**src/rtl/lru_victim_pick.sv**
```systemverilog
// Per-set LRU rank store (rank 0 = MRU) with a valid/ready victim offer path.
// Optional rank-permutation self-check and repair: define LRU_PERM_CHECK_EN.
module lru_victim_pick #(
  parameter int WIDTH   = 3,
  parameter int SET_LOG = 4
) (
  input  logic               clk,
  input  logic               rst_n,
  input  logic               hit_en,
  input  logic [SET_LOG-1:0] hit_set,
  input  logic [WIDTH-1:0]   hit_way,
  input  logic               miss_valid,
  output logic               miss_ready,
  input  logic [SET_LOG-1:0] miss_set,
  output logic               victim_valid,
  input  logic               victim_ready,
  output logic [SET_LOG-1:0] victim_set,
  output logic [WIDTH-1:0]   victim_way,
  output logic               lru_err
);
  localparam int WAYS = 1 << WIDTH;
  localparam int SETS = 1 << SET_LOG;
  localparam logic [WIDTH-1:0] LRU = WIDTH'(WAYS - 1);

  typedef logic [WAYS-1:0][WIDTH-1:0] rank_t;
  typedef enum logic [1:0] {IDLE, LOOKUP, OFFER} state_t;

  function automatic rank_t init_rank();
    rank_t o;
    for (int k = 0; k < WAYS; k++) o[k] = WIDTH'(k);
    return o;
  endfunction

  // Move way w to rank 0; everything that was more recent than w ages by one.
  function automatic rank_t promote(rank_t r, logic [WIDTH-1:0] w);
    rank_t o;
    o = r;
    for (int k = 0; k < WAYS; k++)
      if (r[k] < r[w]) o[k] = r[k] + 1'b1;
    o[w] = '0;
    return o;
  endfunction

  state_t               r_state;
  logic                 r_victim_valid;
  logic [SET_LOG-1:0]   r_victim_set;
  logic [WIDTH-1:0]     r_victim_way;
  rank_t [SETS-1:0]     r_rank;
  rank_t [SETS-1:0]     w_hit_rank;
  rank_t [SETS-1:0]     w_rank_nxt;
  rank_t                w_lk;
  logic [WIDTH-1:0]     w_pick;
  logic                 w_alloc;
  logic                 w_withdraw;

  assign w_alloc    = (r_state == OFFER) && victim_ready;
  assign w_withdraw = (r_state == OFFER) && !victim_ready && hit_en &&
                      (hit_set == r_victim_set) && (hit_way == r_victim_way);
  // Gated by rst_n so nothing can be accepted while reset is held.
  assign miss_ready   = rst_n && (r_state == IDLE);
  assign victim_valid = r_victim_valid;
  assign victim_set   = r_victim_set;
  assign victim_way   = r_victim_way;

  // Lookup sees the set after this cycle's hit, so a same-cycle hit steers the pick.
  assign w_lk = w_hit_rank[r_victim_set];

  always_comb begin
    w_pick = '0;
    for (int k = WAYS - 1; k >= 0; k--)
      if (w_lk[k] == LRU) w_pick = WIDTH'(k);
  end

`ifdef LRU_PERM_CHECK_EN
  logic [WAYS-1:0] w_seen;
  logic            w_bad;
  logic            r_err;

  always_comb begin
    w_seen = '0;
    for (int k = 0; k < WAYS; k++) w_seen[w_lk[k]] = 1'b1;
  end

  assign w_bad   = (r_state == LOOKUP) && !(&w_seen);
  assign lru_err = r_err;

  always_ff @(posedge clk or negedge rst_n)
    if (!rst_n)     r_err <= 1'b0;
    else if (w_bad) r_err <= 1'b1;
`else
  assign lru_err = 1'b0;
`endif

  for (genvar s = 0; s < SETS; s++) begin : g_set
    logic w_hs, w_as;
    assign w_hs = hit_en && (hit_set == SET_LOG'(s));
    assign w_as = w_alloc && (r_victim_set == SET_LOG'(s));
    // Hit applies before allocate when both land on this set in one cycle.
    assign w_hit_rank[s] = w_hs ? promote(r_rank[s], hit_way) : r_rank[s];
`ifdef LRU_PERM_CHECK_EN
    assign w_rank_nxt[s] = (w_bad && (r_victim_set == SET_LOG'(s))) ? init_rank() :
                           w_as ? promote(w_hit_rank[s], r_victim_way) : w_hit_rank[s];
`else
    assign w_rank_nxt[s] = w_as ? promote(w_hit_rank[s], r_victim_way) : w_hit_rank[s];
`endif
  end

  always_ff @(posedge clk or negedge rst_n)
    if (!rst_n) r_rank <= {SETS{init_rank()}};
    else        r_rank <= w_rank_nxt;

  always_ff @(posedge clk or negedge rst_n) begin
    if (!rst_n) begin
      r_state        <= IDLE;
      r_victim_valid <= 1'b0;
      r_victim_set   <= '0;
      r_victim_way   <= '0;
    end else begin
      case (r_state)
        IDLE: if (miss_valid) begin
          r_victim_set <= miss_set;
          r_state      <= LOOKUP;
        end
        LOOKUP: begin
`ifdef LRU_PERM_CHECK_EN
          r_victim_way <= w_bad ? LRU : w_pick;
`else
          r_victim_way <= w_pick;
`endif
          r_victim_valid <= 1'b1;
          r_state        <= OFFER;
        end
        OFFER: if (victim_ready) begin
          r_victim_valid <= 1'b0;
          r_state        <= IDLE;
        end else if (w_withdraw) begin
          r_victim_valid <= 1'b0;
          r_state        <= LOOKUP;
        end
        default: r_state <= IDLE;
      endcase
    end
  end
endmodule

```
**config.mk**
```make
export PLATFORM = sky130hd
export DESIGN_NAME = lru_victim_pick
export DESIGN_NICKNAME = d
export VERILOG_FILES = /design/src/rtl/lru_victim_pick.sv
export SDC_FILE = /design/constraint.sdc
export NUM_CORES = 2
export LEC_CHECK = 0
export ABC_AREA = 0
export CAP_MARGIN = 15
export CORE_MARGIN = 3
export CORE_UTILIZATION = 60
export DETAILED_ROUTE_END_ITERATION = 6
export GPL_ROUTABILITY_DRIVEN = 0
export PLACE_DENSITY_LB_ADDON = 0.12
export REMOVE_ABC_BUFFERS = 1
export SYNTH_ARGS = -nofsm -noshare
export SYNTH_HDL_FRONTEND = slang
export SYNTH_SLANG_ARGS = --single-unit
```
**constraint.sdc**
```tcl
create_clock -name clk -period 5.2 [get_ports clk]
set_input_delay 1.04 -clock clk [delete_from_list [all_inputs] [get_ports clk]]
set_output_delay 1.04 -clock clk [all_outputs]
set_load 0.05 [all_outputs]
```
==> flow_metrics.tcl, run 1 <==
set metrics [dict create \
    outcome "stopped before the end" \
    lastStage "global routing (5_1_grt)" \
    error_line "[ERROR GRT-0232] Routing congestion too high. Check the congestion heatmap in the GUI." \
    grt_antenna_before_repair 64 \
    grt_max_degree 116 \
    grt-worst-endpoint "r_rank[256]$_DFF_PN0_/D" \
    start_util_pct 61.0 \
    cts_buffer_depth 3 \
    post-place-ws_ns -1.34 \
    yosysUniqueCellTypes 104 \
    htree_levels 2 \
    io_pins 26 \
    yosysSeqAreaShare_pct 18.6 \
    ys_ff_latch 394 \
    numClockSinks 394 \
    row_count 109 \
    port_buffers 24 \
    synthArstFlopShare_pct 100 \
    synth_ff_type "dfrtp_1" \
    track_usage_pct 76.7 \
    fp.dieW_um 307 \
    dp.cells 9500 \
    syn_area_um2 54300 \
    avgSynthCellArea_um2 7.88 \
    synth-edff-count 0 \
    ys.warnings.count 0 \
    grt_overflow 19 \
    syn_inst 6888 \
    cts_buffers 52 \
    die_y_um 307 \
    dp_hpwl_um 203000 \
    dpl_cell_area_um2 68500 \
    worstEpCategory "sequential cell input" \
    root_buffer "clkbuf_16" \
]
cells by family after synthesis:
| family | Yosys count | synth area share (%) |
|---|---|---|
| AOI/OAI and AO/OA | 2267 | 28.8 |
| xor gates and xnor gates | 155 | 2.50 |
| adders and majority gates | 768 | 17.7 |
| buffers and inverters | 613 | 4.42 |
| DFF | 394 | 18.6 |
| muxes | 286 | 6.32 |
| other | 1 | 0.00691 |
| and+or+nand+nor | 2404 | 21.7 |
through the flow:
stage               utilization, %  setup TNS [ns]
floorplan                        -        -1430.29
global placement              76.9         -266.21
detailed placement            76.9         -312.47
CTS                           80.1         -0.0701
per-layer routing:
layer / track usage (%) / GRT overflow
met2: 89.0 / 5
met3: 69.5 / 9
met5: 50.1 / 0
met1: 75.5 / 0
met4: 71.3 / 5
cells in the mapped netlist, drive strengths merged, types with 46 or more instances:
library cell | n | area [um2]
nor3 | 265 | 1340
buf | 68 | 355
o31ai | 50 | 389
and3 | 95 | 594
a22oi | 112 | 870
a21oi | 454 | 2270
xor2 | 77 | 674
mux2 | 55 | 619
or3 | 71 | 444
nor4 | 97 | 607
a31o | 48 | 420
inv | 264 | 991
ha | 768 | 9610
o21ai | 466 | 2330
o21a | 64 | 480
mux2i | 191 | 1910
dfrtp | 202 | 5050
a221oi | 51 | 447
nand2b | 51 | 319
a211oi | 99 | 743
clkbuf | 277 | 1040
nand3 | 174 | 871
a211o | 51 | 447
or4 | 57 | 428
nor2 | 691 | 2600
a22o | 74 | 648
or2 | 95 | 594
o221ai | 58 | 508
dfstp | 192 | 5040
a31oi | 91 | 569
o22ai | 81 | 507
o41ai | 55 | 504
xnor2 | 78 | 683
a21o | 63 | 473
o211ai | 77 | 578
nand4 | 58 | 363
a32o | 46 | 460
nand2 | 548 | 2060
what timing repair did:
action | CTS
endpoints found under the hold margin | 0
setup endpoints to repair | 345
gates resized for setup | 183
buffers inserted | 36
gates cloned | 1
hold buffers | 0
pin swaps | 47
==> inputs of run 2 (changes only) <==
- CORE_UTILIZATION: 60 -> 40
- PLACE_DENSITY_LB_ADDON: 0.12 -> 0.15
- clock period: 5.2 -> 6.75 ns (I/O delays scaled with it)
==> run 2 against run 1 <==
The flow now finishes, with violations (DRC). Area after synthesis unchanged. Synthesized cell count unchanged.
==> flow_metrics.tcl, run 2 <==
set metrics [dict create \
    outcome "finished, violations left" \
    violations "DRC" \
    sequentialPowerShare_pct 17.3 \
    wirelength_um 271000 \
    synth_top_cell_by_area "ha_1" \
    root_buffer "clkbuf_16" \
    grt_pass1_vias 58631 \
    yosysUniqueCellTypes 104 \
    ys_ff_latch 394 \
    wl_per_cell_um 29.4 \
    dpl_cell_area_um2 61700 \
    start_util_pct 40.5 \
    core_area_um2 134000 \
    timing.rr.end "r_rank[139]" \
    cts_tree "done" \
    hold_buffers 0 \
    route.detailed.drc 13 \
    grt_overflow 0 \
    cp.arrival_ns 6.90 \
    postCtsSetupBuffers 0 \
    post-place-ws_ns -0.113 \
    worstMarginPinSlew_ns 1.27 \
    grt_setup_unrepaired "false" \
    fin_crit_sh_pct 93.0 \
    fin_setup_tns_ns 0 \
    crit_slowest_cell "o41ai_1" \
    yosysSeqAreaShare_pct 18.6 \
    stdcell_count 9236 \
    fp.dieW_um 374 \
    period_needed_ns 6.28 \
    clk_latency_ns 0.73 \
    io_pins 26 \
    criticalPathCategory "input port to register" \
    syn_to_final_growth_pct 17.5 \
    via_count 63242 \
    row_count 134 \
    switching_share_pct 53.2 \
    via_per_inst 6.85 \
    clock_skew_ns 0.0402 \
    syn_inst 6888 \
    clkTransAtPathRegs_ns 0.06 \
    grt_max_degree 67 \
    path_max_fanout 18 \
    synth_common_cells "768 x ha_1, 689 x nor2_1, 547 x nand2_1" \
    dp_hpwl_um 202000 \
    drive_gt1_share_pct 18.7 \
    synth_xor_area_share_pct 2.50 \
    cts_buffer_depth 3 \
    synthTopCellsByArea "ha_1 18%, dfrtp_1 9.3%, dfstp_2 9.3%" \
    drtPass1Iterations 7 \
    crit_path_end_kind "register" \
    critPathLaunchType "input port" \
    slew_viol_final 0 \
    totalPowerFinal_mw 27.1 \
    synth_top_family_by_area "compound AO/OA/AOI/OAI gates" \
    drtIter0Drc 8856 \
    ff2ff_setup_slack_ns 1.47 \
    htree_levels 2 \
    grt_antenna_before_repair 14 \
    critPathMaxStageDelay_ns 0.56 \
    cts_buffers 59 \
    synthSimpleGateAreaFrac_pct 21.7 \
    final-setup-viol-count 0 \
    max_cap_viol_count 0 \
    synth.most_common_cell "ha_1" \
    port_buffers 24 \
    leakagePower_nw 27.9 \
    cp_data_required_time_ns 7.38 \
    numClockSinks 394 \
    reg2reg_from "r_rank[124]" \
    fmax_ghz 0.159 \
    dp.cells 9117 \
    fin_area_um2 63800 \
    avgSynthCellArea_um2 7.88 \
    synth_ff_type "dfrtp_1" \
    final_common_cell "ha_1" \
    final_cell_mix "768 x ha_1, 761 x buf_4, 674 x nor2_1" \
    fillers 13099 \
    die_y_um 374 \
    setup_slack_ns 0.472 \
    layout.nets 8195 \
    synth_compound_area_share_pct 28.8 \
    dieArea_um2 140000 \
    final_util_pct 47.6 \
    ys.warnings.count 0 \
    final-seq-area_um2 10100 \
    p_sw_mw 14.4 \
    cts-resized-gates 0 \
    cp_common_cell "buf_4" \
    synthArstFlopShare_pct 100 \
    syn_area_um2 54300 \
    grt_pass1_wl_um 392000 \
    slew_headroom_pct 15.2 \
    power_density_nw_per_um2 425 \
    pwr-share-comb_pct 69.9 \
    synth_mux_area_share_pct 6.32 \
    multi_input_area_um2 41900 \
    ant_nets 0 \
    clockPowerShare_pct 12.8 \
    hp-class "input port to async pin" \
    largest_register_ffs 384 \
    whs_ns 0.486 \
    power.internal_mw 12.7 \
    synth-adder-area-share_pct 17.7 \
    track_usage_pct 37.0 \
    rr_worst_depth 20 \
    top_register "r_rank" \
    path_cells "buf_4 > or2_2 > nor2_4 > buf_12 > a22oi_1 > and3_1 > ha_1 > or3_1 > o41ai_1 > buf_4 > nand2_1 > xor2_1 > nor2_1 > o22ai_1 > a22oi_1 > o21ai_0 > buf_4 > ha_1 > or4_1 > o21ai_0 > nand2_1 > xor2_1 > a21oi_1" \
    peakVddDrop_v 0.000235 \
    synth-edff-count 0 \
    synth_top_area_share_pct 17.7 \
    hold_viol_final 0 \
]
run 2: worst max-delay path by stage:
stage | cells after the start | endpoint | startpoint
floorplan | 19 | r_rank[218] | hit_way[0]
global route | 23 | r_rank[233] | hit_way[0]
CTS | 22 | r_rank[233] | hit_way[0]
global placement | 22 | r_rank[233] | hit_way[0]
detailed placement | 22 | r_rank[139] | hit_way[0]
finish | 23 | r_rank[233] | hit_way[0]
run 2: routing by layer:
layer  track usage, %  vias up  routed length (um)
met5                0        -                  39
met4             24.4        6               21300
met3             9.53     1051               33700
met2             53.5     4163              110000
met1             48.4    30333              107000
li1                 -    27689                   -
run 2: cell families (layout without fill, tap and decap cells):
group	after synthesis	in the layout
other	1	7
buffers and inverters	613	1187
and+or+nand+nor	2404	2404
xor gates and xnor gates	155	155
DFF	394	394
adders and majority gates	768	768
AOI/OAI and AO/OA	2267	2267
muxes	286	286
run 2: area by class of cell:
class / instances / share of cell area, %
tap: 1768 / 3.47
timing repair buffer: 807 / 10.0
clock buffer: 88 / 2.80
clock inverter: 24 / 0.498
antenna: 6 / 0.0235
inverter: 268 / 1.58
multi-input combinational: 5881 / 65.7
sequential: 394 / 15.9
run 2: critical path, delay by kind of cell:
family / cells / cell delay (ns)
xor gates and xnor gates: 2 / 0.29
and+or+nand+nor: 8 / 2.29
buffers and inverters: 4 / 0.89
adders and majority gates: 2 / 0.47
AOI/OAI and AO/OA: 7 / 1.60
run 2: power by group through the flow:
stage | sequential, mW | combinational [mW] | clock (mW)
floorplan | 4.19 | 10.7 | 0
global placement | 4.62 | 17.8 | 0
detailed placement | 4.61 | 18.2 | 0
CTS | 4.59 | 18.3 | 3.52
global route | 4.72 | 20.4 | 3.60
finish | 4.69 | 19.0 | 3.48
Note: power is estimated with default switching activity, not from simulation.
